**config.mk**
```make
export PLATFORM = sky130hd
export DESIGN_NAME = way_priority_scheduler
export DESIGN_NICKNAME = d
export VERILOG_FILES = /design/src/rtl/way_priority_scheduler.sv
export SDC_FILE = /design/constraint.sdc
export NUM_CORES = 1
export LEC_CHECK = 0
export BUFFER_PORTS_ARGS = -buffer_cell sky130_fd_sc_hd__buf_2
export CAP_MARGIN = 20
export CORE_MARGIN = 10
export CORE_UTILIZATION = 50
export CTS_BUF_LIST = sky130_fd_sc_hd__clkbuf_2
export DETAILED_ROUTE_END_ITERATION = 6
export GPL_TIMING_DRIVEN = 1
export PLACE_DENSITY = 0.8
export SLEW_MARGIN = 20
export SYNTH_ARGS = -nofsm -noshare
export SYNTH_HDL_FRONTEND = slang
export SYNTH_SLANG_ARGS = --single-unit
```
**constraint.sdc**
```tcl
create_clock -name clk_in -period 40.7 [get_ports clk_in]
set_clock_uncertainty 0.15 [all_clocks]
set_input_delay 12.21 -clock clk_in [delete_from_list [all_inputs] [get_ports clk_in]]
set_output_delay 12.21 -clock clk_in [all_outputs]
set_load 0.05 [all_outputs]
```
**src/rtl/way_priority_scheduler.sv**
```systemverilog
// way_priority_scheduler
//   Picks one of NUM_WAY requesting ways and presents it to the downstream
//   consumer with a valid/ready handshake. Each way carries a priority, and
//   the scheduler grants the eligible way with the highest score. Ties go to
//   the lowest way index.
//
//   Optional feature macro: SCHEDULER_AGING_EN
//     defined   : score = priority + per-way age. The age counts the cycles a
//                 way has waited, so low-priority ways cannot starve.
//     undefined : score = priority. There are no age counters.
//
// Ports
//   clk_in              : the single clock
//   reset_in            : synchronous active-high reset
//   request_in          : per-way request, held high until granted
//   priority_flatted_in : per-way priority, way i at [i*W +: W]
//   issue_ready_in      : downstream accepts the presented grant
//   issue_valid_out     : a grant is presented
//   issue_way_out       : index of the granted way
//   issue_onehot_out    : one-hot form of issue_way_out, zero when not valid
module way_priority_scheduler #(
  parameter int SINGLE_WAY_WIDTH_IN_BITS = 4,
  parameter int NUM_WAY                  = 16,
  parameter int NUM_WAY_INDEX_WIDTH      = 4
) (
  input  logic                                         clk_in,
  input  logic                                         reset_in,
  input  logic [NUM_WAY-1:0]                           request_in,
  input  logic [SINGLE_WAY_WIDTH_IN_BITS*NUM_WAY-1:0]  priority_flatted_in,
  input  logic                                         issue_ready_in,
  output logic                                         issue_valid_out,
  output logic [NUM_WAY_INDEX_WIDTH-1:0]               issue_way_out,
  output logic [NUM_WAY-1:0]                           issue_onehot_out
);

  localparam int W  = SINGLE_WAY_WIDTH_IN_BITS;
  localparam int SW = W + 1;

  typedef enum logic {ST_IDLE, ST_HOLD} state_t;

  state_t                         r_state;
  logic                           r_valid;
  logic [NUM_WAY_INDEX_WIDTH-1:0] r_way;
  logic [NUM_WAY-1:0]             r_onehot;

  logic [NUM_WAY-1:0]             w_retire;
  logic [NUM_WAY-1:0]             w_eligible;
  logic [NUM_WAY-1:0]             w_sel_onehot;
  logic [SW-1:0]                  w_score [NUM_WAY];
  logic [SW-1:0]                  w_best;
  logic [NUM_WAY_INDEX_WIDTH-1:0] w_sel_idx;
  logic                           w_found;
  logic                           w_load;

  // The way completing its handshake this cycle is masked. Its request line
  // may still be high, and it must not be presented a second time.
  assign w_retire   = r_onehot & {NUM_WAY{r_valid & issue_ready_in}};
  assign w_eligible = request_in & ~w_retire;

  // A new grant is loaded from IDLE, or on a handshake so that there is no bubble.
  assign w_load = w_found & ((r_state == ST_IDLE) | issue_ready_in);

  genvar gi;

`ifdef SCHEDULER_AGING_EN
  generate
    for (gi = 0; gi < NUM_WAY; gi++) begin : g_age
      logic [W-1:0] r_age;

      always_ff @(posedge clk_in) begin
        if (reset_in || !request_in[gi] || (w_load && w_sel_onehot[gi])) begin
          r_age <= '0;
        end else if (r_age != {W{1'b1}}) begin
          r_age <= r_age + {{(W-1){1'b0}}, 1'b1};
        end
      end

      // The score is one bit wider than priority and age, so the sum cannot overflow.
      assign w_score[gi] = {1'b0, priority_flatted_in[gi*W +: W]} + {1'b0, r_age};
    end
  endgenerate
`else
  generate
    for (gi = 0; gi < NUM_WAY; gi++) begin : g_score
      assign w_score[gi] = {1'b0, priority_flatted_in[gi*W +: W]};
    end
  endgenerate
`endif

  // The strict '>' keeps the earlier (lower-index) way on a tie.
  always_comb begin
    w_best    = '0;
    w_sel_idx = '0;
    w_found   = 1'b0;
    for (int i = 0; i < NUM_WAY; i++) begin
      if (w_eligible[i] && (!w_found || (w_score[i] > w_best))) begin
        w_found   = 1'b1;
        w_best    = w_score[i];
        w_sel_idx = NUM_WAY_INDEX_WIDTH'(i);
      end
    end
  end

  generate
    for (gi = 0; gi < NUM_WAY; gi++) begin : g_sel_onehot
      assign w_sel_onehot[gi] = (w_sel_idx == NUM_WAY_INDEX_WIDTH'(gi));
    end
  endgenerate

  always_ff @(posedge clk_in) begin
    if (reset_in) begin
      r_state  <= ST_IDLE;
      r_valid  <= 1'b0;
      r_way    <= '0;
      r_onehot <= '0;
    end else begin
      case (r_state)
        ST_IDLE: begin
          if (w_found) begin
            r_state  <= ST_HOLD;
            r_valid  <= 1'b1;
            r_way    <= w_sel_idx;
            r_onehot <= w_sel_onehot;
          end
        end
        ST_HOLD: begin
          // Without ready the grant is frozen, whatever else arrives.
          if (issue_ready_in) begin
            if (w_load) begin
              r_way    <= w_sel_idx;
              r_onehot <= w_sel_onehot;
            end else begin
              r_state  <= ST_IDLE;
              r_valid  <= 1'b0;
              r_way    <= '0;
              r_onehot <= '0;
            end
          end
        end
        default: begin
          r_state  <= ST_IDLE;
          r_valid  <= 1'b0;
          r_way    <= '0;
          r_onehot <= '0;
        end
      endcase
    end
  end

  assign issue_valid_out  = r_valid;
  assign issue_way_out    = r_way;
  assign issue_onehot_out = r_onehot;

endmodule

```
# Word level (Yosys, flattened, before mapping)
# Cells that the tools add are included.
# totals
regBits	22
inputBits	83
# classes
n_lt_le_gt_ge	15
eq_ne	18
mux	62
bitwise_logic	7
reduce_logical	48
# op_table
op	n
4-bit 2-to-1 mux	19
4-bit by 5-bit > comparator with 1-bit output	14
5-bit 2-to-1 mux	13
16-bit 2-to-1 mux	3
16-bit bitwise AND	2
4-bit == test (second input constant)	8
16-bit case mux with 2 select lines	1
1-bit 2-to-1 mux	23
4-bit by 3-bit == test with 1-bit output (second input constant)	4
16-bit inverter	1
1-bit logical AND	15
1-bit zero test	15
1-bit logical OR	15
4-bit by 2-bit == test with 1-bit output (second input constant)	2
4-bit case mux with 2 select lines	1
2-bit != test (second input constant)	3
4-bit by 1-bit == test with 1-bit output (second input constant)	1
4-bit > comparator	1
4-bit zero test	1
1-bit case mux with 2 select lines	2
3-bit AND reduction	1
1-bit bitwise AND	2
2-bit AND reduction	1
1-bit inverter	1
1-bit bitwise OR	1

# Longest topological paths before layout
# Gate-level depths: netlist (run 1).
# logic_depth
word_depth	69
ltp_mapped	131
depth_no_buf	120

# Worst setup path after synthesis (run 1)
# OpenSTA, ideal clock, no wires.
# synth_path
kind	input port to flip-flop
from	input port issue_ready_in
to	register r_onehot[2], in the netlist issue_onehot_out[2]
setup_time_ns	0.062
arrival_time_ns	33.019
setup_slack_ns	7.469
cell_stages	121
cell_sequence	buf_2 buf_2 nand3_1 and2_1 nand2_1 ha_1 nor2b_1 o211a_1 o211a_1 o211ai_1 inv_1 ha_1 nor2b_1 o211ai_1 a21oi_1 nor2_1 mux2_2 inv_1 [85 not listed] nor2b_1 o21a_1 o21a_1 o21ai_0 o31ai_2 buf_4 nor2b_1 a22o_1 a31oi_1 ha_1 a21oi_1 o21ai_0 nand2_1 a21oi_1 nor3_1 nand4_1 nor3_1 a32o_1
# synth_via
elab_chain_len	69
elab_cells_between_ends	120
classes_between	order compare (15); eq/ne (3); mux (50); bitwise (6); reduce/logical (46)
# synth_lines
item	line_no	text
start: declaration	30	input logic issue_ready_in,
1-bit bitwise AND	57	assign w_retire = r_onehot & {NUM_WAY{r_valid & issue_ready_in}};
16-bit bitwise AND	57	
16-bit inverter	58	assign w_eligible = request_in & ~w_retire;
16-bit bitwise AND	58	
4-bit 2-to-1 mux or 1-bit 2-to-1 mux (tied branches)	96	if (w_eligible[i] && (!w_found || (w_score[i] > w_best))) begin
4-bit > comparator or 1-bit zero test (tied branches)	96	
1-bit logical OR	96	
1-bit logical AND	96	
[53 not listed]	n/a	
4-bit by 5-bit > comparator with 1-bit output or 1-bit zero test (tied branches)	96	
1-bit logical OR	96	
1-bit logical AND	96	
4-bit 2-to-1 mux or 1-bit 2-to-1 mux (tied branches)	96	
4-bit by 2-bit == test with 1-bit output or 1-bit bitwise AND (tied branches)	106, 61	
16-bit 2-to-1 mux	129	if (w_load) begin
16-bit 2-to-1 mux	128	if (issue_ready_in) begin
16-bit case mux with 2 select lines	117	case (r_state)
end signal: assignment	123	r_onehot <= w_sel_onehot;
end signal: assignment	131	r_onehot <= w_sel_onehot;
end: declaration	44	logic [NUM_WAY-1:0] r_onehot;
# Several ways; a longest one is shown, not always the timed one. The select of a mux whose other input is x is not followed.
# A chain may end at the register's enable or synchronous reset.

# Worst setup path in the final report (run 1)
# Ends and elaborated chain as after synthesis.

==> results of run 1 <==
-- final cells by class --
type / count / area [um2]
inverters: 41 / 154
multi-input cells: 438 / 3190
flip-flops and latches: 22 / 440
fillers: 736 / 2900
well taps: 99 / 124
clock buffers: 3 / 15.0
repair buffers: 103 / 515
clock inverters: 1 / 30.0
-- worst min-delay path: stages, from the launching register on --
cell and delay (ns):
dfxtp_1 0.35, nand2_1 0.05, a21oi_1 0.05
-- cells in the final DEF, fill, tap and decap left out, types with 10 or more instances in the layout --
master	count
nor2b_1	16
o211ai_1	13
nor3_1	10
o21ai_0	15
nand4_1	14
a22o_1	10
a21oi_1	42
o21a_1	12
nor2_1	38
a22oi_1	14
nand3_1	26
nand2_1	44
ha_1	60
buf_2	103
inv_1	41
dfxtp_1	22
-- metrics by stage --
step / std cells / area [um2] / setup WS, ns
4_1_cts: 707 / 4470 / 4.32
3_3_place_gp: 703 / 4420 / 4.63
6_report: 707 / 4470 / 4.02
3_5_place_dp: 703 / 4420 / 4.02
2_1_floorplan: 516 / 3860 / 7.47
5_1_grt: 707 / 4470 / 2.05
-- registers in the layout, summed over array words and instances (netlist names) --
signal	count
issue_onehot_out	16
issue_valid_out	1
issue_way_out	4
r_state	1
-- cell families after synthesis --
kind of cell    count (synthesis)  synth area share, %
compound gates                177                 34.3
fa+ha+maj                      60                 19.4
buf+inv                        56                 6.02
flops                          22                 11.4
mux                            15                 4.15
simple gates                  186                 24.7
-- routing by layer --
metal,GRT usage (%),vias up
li1,-,2162
met1,25.9,2068
met2,35.3,161
met3,3.77,12
met4,3.63,0
met5,0,-
-- worst paths after layout --
check	end	start	depth (start not counted)	slack, ns
worst max-delay path	issue_onehot_out[2]$_SDFFE_PP0P_	issue_ready_in	115	4.02
worst min-delay path	issue_way_out[2]$_SDFFE_PP0P_	issue_way_out[2]$_SDFFE_PP0P_	2	0.32
worst max register to register	issue_onehot_out[2]$_SDFFE_PP0P_	issue_valid_out$_SDFFE_PP0P_	114	15.44
worst min register to register	issue_way_out[2]$_SDFFE_PP0P_	issue_way_out[2]$_SDFFE_PP0P_	2	0.32
==> results by group, run 1 <==
Routing
  • WL met2: 6020 um
  • Drt pass-1 iters: 5
  • Routed WL: 12600 um
  • DRT met1 WL: 5480 um
  • DR WL met3: 920 um
  • Initial DRC count: 322
  • DRC viols: 0
  • Detail Route Antenna Nets: 0
  • Routed WL per cell: 17.8 um
  • Top Metal Used: met4
  • Vias: 4403
  • Vias/cell: 6.23

STA
  • Min Tclk post-route: 36.68 ns
  • Max Slew Vio Count: 0
  • Hold slack: 0.319 ns
  • RSZ-0062 raised after global routing: false
  • Period utilisation layout: 90.1%
  • Fmax: 27.3 MHz
  • Setup TNS: 0 ns
  • Max-slew headroom: 39.7%
  • Tightest Pin Transition: 0.900 ns
  • Final setup vio count: 0
  • Final hold viol count: 0

Synth
  • Number of synthesized register bits: 22
  • Syn Nets: 659
  • Commonest register cell after synthesis: dfxtp_1
  • Synth warn: 0
  • Async SR Flop Fraction: 0%
  • Cell Area, Synth: 3860 um2
  • Seq/Total Area, Yosys: 11.4%
  • Number of synthesized flops with an enable pin: 0
  • Largest area contributor in the netlist: ha_1
  • Synth cell types: 70
  • Syn Inst Count: 516
  • Top cells by count, synth: ha_1 (60), nand2_1 (44), a21oi_1 (42)
  • Avg Cell Area, Syn: 7.49 um2
  • Synth top area share: 19.4%
  • Dominant cell by count in the synthesized netlist: ha_1
  • Largest cells by area after synthesis: ha_1 (19%), dfxtp_1 (11%), a21oi_1 (5.4%)

Clocking
  • CTS Sinks: 22
  • CTS Hold Bufs: 0
  • Post_cts resized: 0
  • Clock transition at path regs: 0.23 ns
  • Max Root-Sink Buffers: 2
  • Clk_lat worst skew: 0.34 ns
  • Postcts setup bufs: 0
  • Root Driver: clkbuf_2
  • CTS tree: done
  • # H-tree levels: 1
  • CTS buffer count: 3

Die
  • Die Wd: 108 um
  • Core Footprint: 7370 um2
  • Std cell rows: 31
  • Die ar.: 11600 um2
  • Starting Density: 52.4%
  • Die H: 108 um
  • I/O Pins: 104

Cells and area
  • Nets: 752
  • Layout cells sized above 1: 22.4%
  • Layout area overhead: 15.7%
  • Util after Layout: 60.6%
  • N_diodes: 0

Placed design
  • Port bufs: 103
  • DPL Wire Length: 10700 um
  • RePlAce Congestion: 0.973

Critical path
  • CP Max Fanout: 17
  • Crit end category: flop
  • CP max stage delay: 0.72 ns
  • Arrival @ worst endpoint: 36.84 ns
  • WP buf/inv: 8
  • Worst EP required: 40.86 ns
  • Crit start category: primary input
  • Crit path kind: primary input to flop
  • Critical path's top delay family: compound AO/OA/AOI/OAI gates
  • Slowest CP cell: o211ai_1

Global routing
  • Vias in the first global route: 4352
  • Initial antenna violation count: 0
  • Remaining Overflow, GRT: 0
  • GRT Total Usage: 20.4%
  • First-pass GRT wire length: 20300 um
  • Largest net degree at the start of global routing: 18

Hold path
  • Worst hold path class: flop to flop

Job
  • Max-cap viol count: 0

Run status
  • Outcome: finished, final reports clean
Power of run 1 is left out: the tool's default activity adds up to more than one toggle a clock period on the data nets, which glitch-free logic cannot reach.
==> run 2, diff against run 1 <==
RECOVER_POWER = 100   (was unset)
SETUP_SLACK_MARGIN = 0.02   (was unset)
==> run 2 against run 1 <==
Routed wire length is essentially flat. Register-to-register slack lost 0.64 ns. Via count decreased by 0.55%. Critical endpoint unchanged. Non-clock buffer count unchanged. Final cell count stayed put.
==> results by group, run 2 (synthesis results as in run 1) <==
Critical path
  • CP Max Fanout: 17 (unchanged)
  • WP buf/inv: 8 (unchanged)
  • Most frequent CP cell: a21oi_1
  • Critical path's top delay family: compound AO/OA/AOI/OAI gates
  • Crit start category: primary input
  • Worst EP required: 40.86 ns (about the same)
  • CP max stage delay: 0.96 ns (+0.24 ns)
  • Arrival @ worst endpoint: 37.76 ns (+0.92 ns)
  • Crit end category: flop
  • Slowest CP cell: a21oi_1
  • Crit path kind: primary input to flop

Clocking
  • Postcts setup bufs: 0 (unchanged)
  • Clk_lat worst skew: 0.34 ns (about the same)
  • CTS Sinks: 22 (unchanged)
  • CTS buffer count: 3 (unchanged)
  • CTS Hold Bufs: 0 (unchanged)
  • Post_cts resized: 0 (unchanged)
  • Clock transition at path regs: 0.23 ns (about the same)
  • CTS tree: done
  • # H-tree levels: 1 (unchanged)
  • Root Driver: clkbuf_2
  • Max Root-Sink Buffers: 2 (unchanged)

Placed design
  • Post-DP Area: 4420 um2 (unchanged)
  • RePlAce Congestion: 0.973 (unchanged)
  • DPL Wire Length: 10700 um (unchanged)
  • Port bufs: 103 (unchanged)

Die
  • Std cell rows: 31 (unchanged)
  • I/O Pins: 104 (unchanged)
  • Die ar.: 11600 um2 (unchanged)
  • Core Footprint: 7370 um2 (unchanged)
  • Die H: 108 um (unchanged)
  • Die Wd: 108 um (unchanged)
  • Starting Density: 52.4% (unchanged)

Cells and area
  • Layout cells sized above 1: 17.8% (-4.6 points)
  • N_diodes: 0 (unchanged)
  • Fin area: 4410 um2 (-1.4%)
  • Max FFs per register: 16 (unchanged)
  • Commonest non-fill, non-tap cells in the layout: buf_2 (81), ha_1 (60), nand2_1 (44)
  • Layout area overhead: 14.0%
  • Commonest non-fill, non-tap cell in the layout: buf_2
  • Fill count: 755 (+2.6%)
  • Nets: 752 (unchanged)
  • Util after Layout: 59.8% (-0.87 points)

Routing
  • Routed WL per cell: 17.7 um (about the same)
  • Vias/cell: 6.19 (-0.55%)
  • Vias: 4379 (-0.55%)
  • DRC viols: 0 (unchanged)
  • Initial DRC count: 300 (-6.8%)
  • Routed WL: 12500 um (about the same)
  • Detail Route Antenna Nets: 0 (unchanged)
  • Drt pass-1 iters: 5 (unchanged)

Global routing
  • First-pass GRT wire length: 20300 um (unchanged)
  • Initial antenna violation count: 0 (unchanged)
  • GRT Total Usage: 20.4% (unchanged)
  • Vias in the first global route: 4352 (unchanged)
  • Largest net degree at the start of global routing: 18 (unchanged)
  • Remaining Overflow, GRT: 0 (unchanged)

Run status
  • Outcome: finished, final reports clean

STA
  • Fmax: 26.6 MHz (-2.5%)
  • Setup TNS: 0 ns (unchanged)
  • Max Slew Vio Count: 0 (unchanged)
  • Tightest Pin Transition: 1.34 ns (+0.444 ns)
  • Period utilisation layout: 92.4% (+2.3 points)
  • Min Tclk post-route: 37.60 ns (+0.927 ns)
  • RSZ-0062 raised after global routing: false
  • Final hold viol count: 0 (unchanged)
  • Max-slew headroom: 9.62% (-30 points)
  • Final setup vio count: 0 (unchanged)

Job
  • Max-cap viol count: 0 (unchanged)

Hold path
  • Worst hold path class: flop to flop
## run 2: worst reg2reg max path: cells and delay by family (launching register included)
family | cells | cell delay, ns
buf+inv | 7 | 0.47
simple gates | 31 | 5.70
fa+ha+maj | 15 | 3.95
compound gates | 56 | 12.96
flops | 1 | 0.73
mux | 5 | 1.92
## run 2: metrics by stage
step / hold WS [ns] / instances / setup WS [ns]
2_1_floorplan: 0.347 / 516 / 7.47
3_3_place_gp: 0.296 / 703 / 4.63
3_5_place_dp: 0.302 / 703 / 4.02
4_1_cts: 0.324 / 707 / 4.32
5_1_grt: 0.345 / 707 / 1.03
6_report: 0.322 / 707 / 3.10
## run 2: layout make-up
| cell class | instances | area [um2] | area share [%] |
|---|---|---|---|
| clock buffer | 3 | 15.0 | 0.341 |
| clock inverter | 1 | 30.0 | 0.682 |
| inverter | 41 | 154 | 3.49 |
| multi-input combinational | 438 | 3150 | 71.6 |
| sequential | 22 | 440 | 10.0 |
| tap | 99 | 124 | 2.81 |
| timing repair buffer | 103 | 488 | 11.1 |
## run 2: path summary, 6_finish.rpt
kind | from | to | slack, ns | cells after the start
worst min-delay path | issue_way_out[2]$_SDFFE_PP0P_ | issue_way_out[2]$_SDFFE_PP0P_ | 0.32 | 2
worst max-delay path | issue_ready_in | issue_onehot_out[2]$_SDFFE_PP0P_ | 3.10 | 115
worst max register to register | issue_valid_out$_SDFFE_PP0P_ | issue_onehot_out[2]$_SDFFE_PP0P_ | 14.80 | 114
worst min register to register | issue_way_out[2]$_SDFFE_PP0P_ | issue_way_out[2]$_SDFFE_PP0P_ | 0.32 | 2
## run 2: routing by layer
layer	GRT usage, %	wire length, um	share of wire, %
met3	3.77	897	7.1
met5	0	0	0
met1	25.9	5520	44
met2	35.3	5960	48
met4	3.63	167	1.3
Power of run 2 is left out for the same reason.
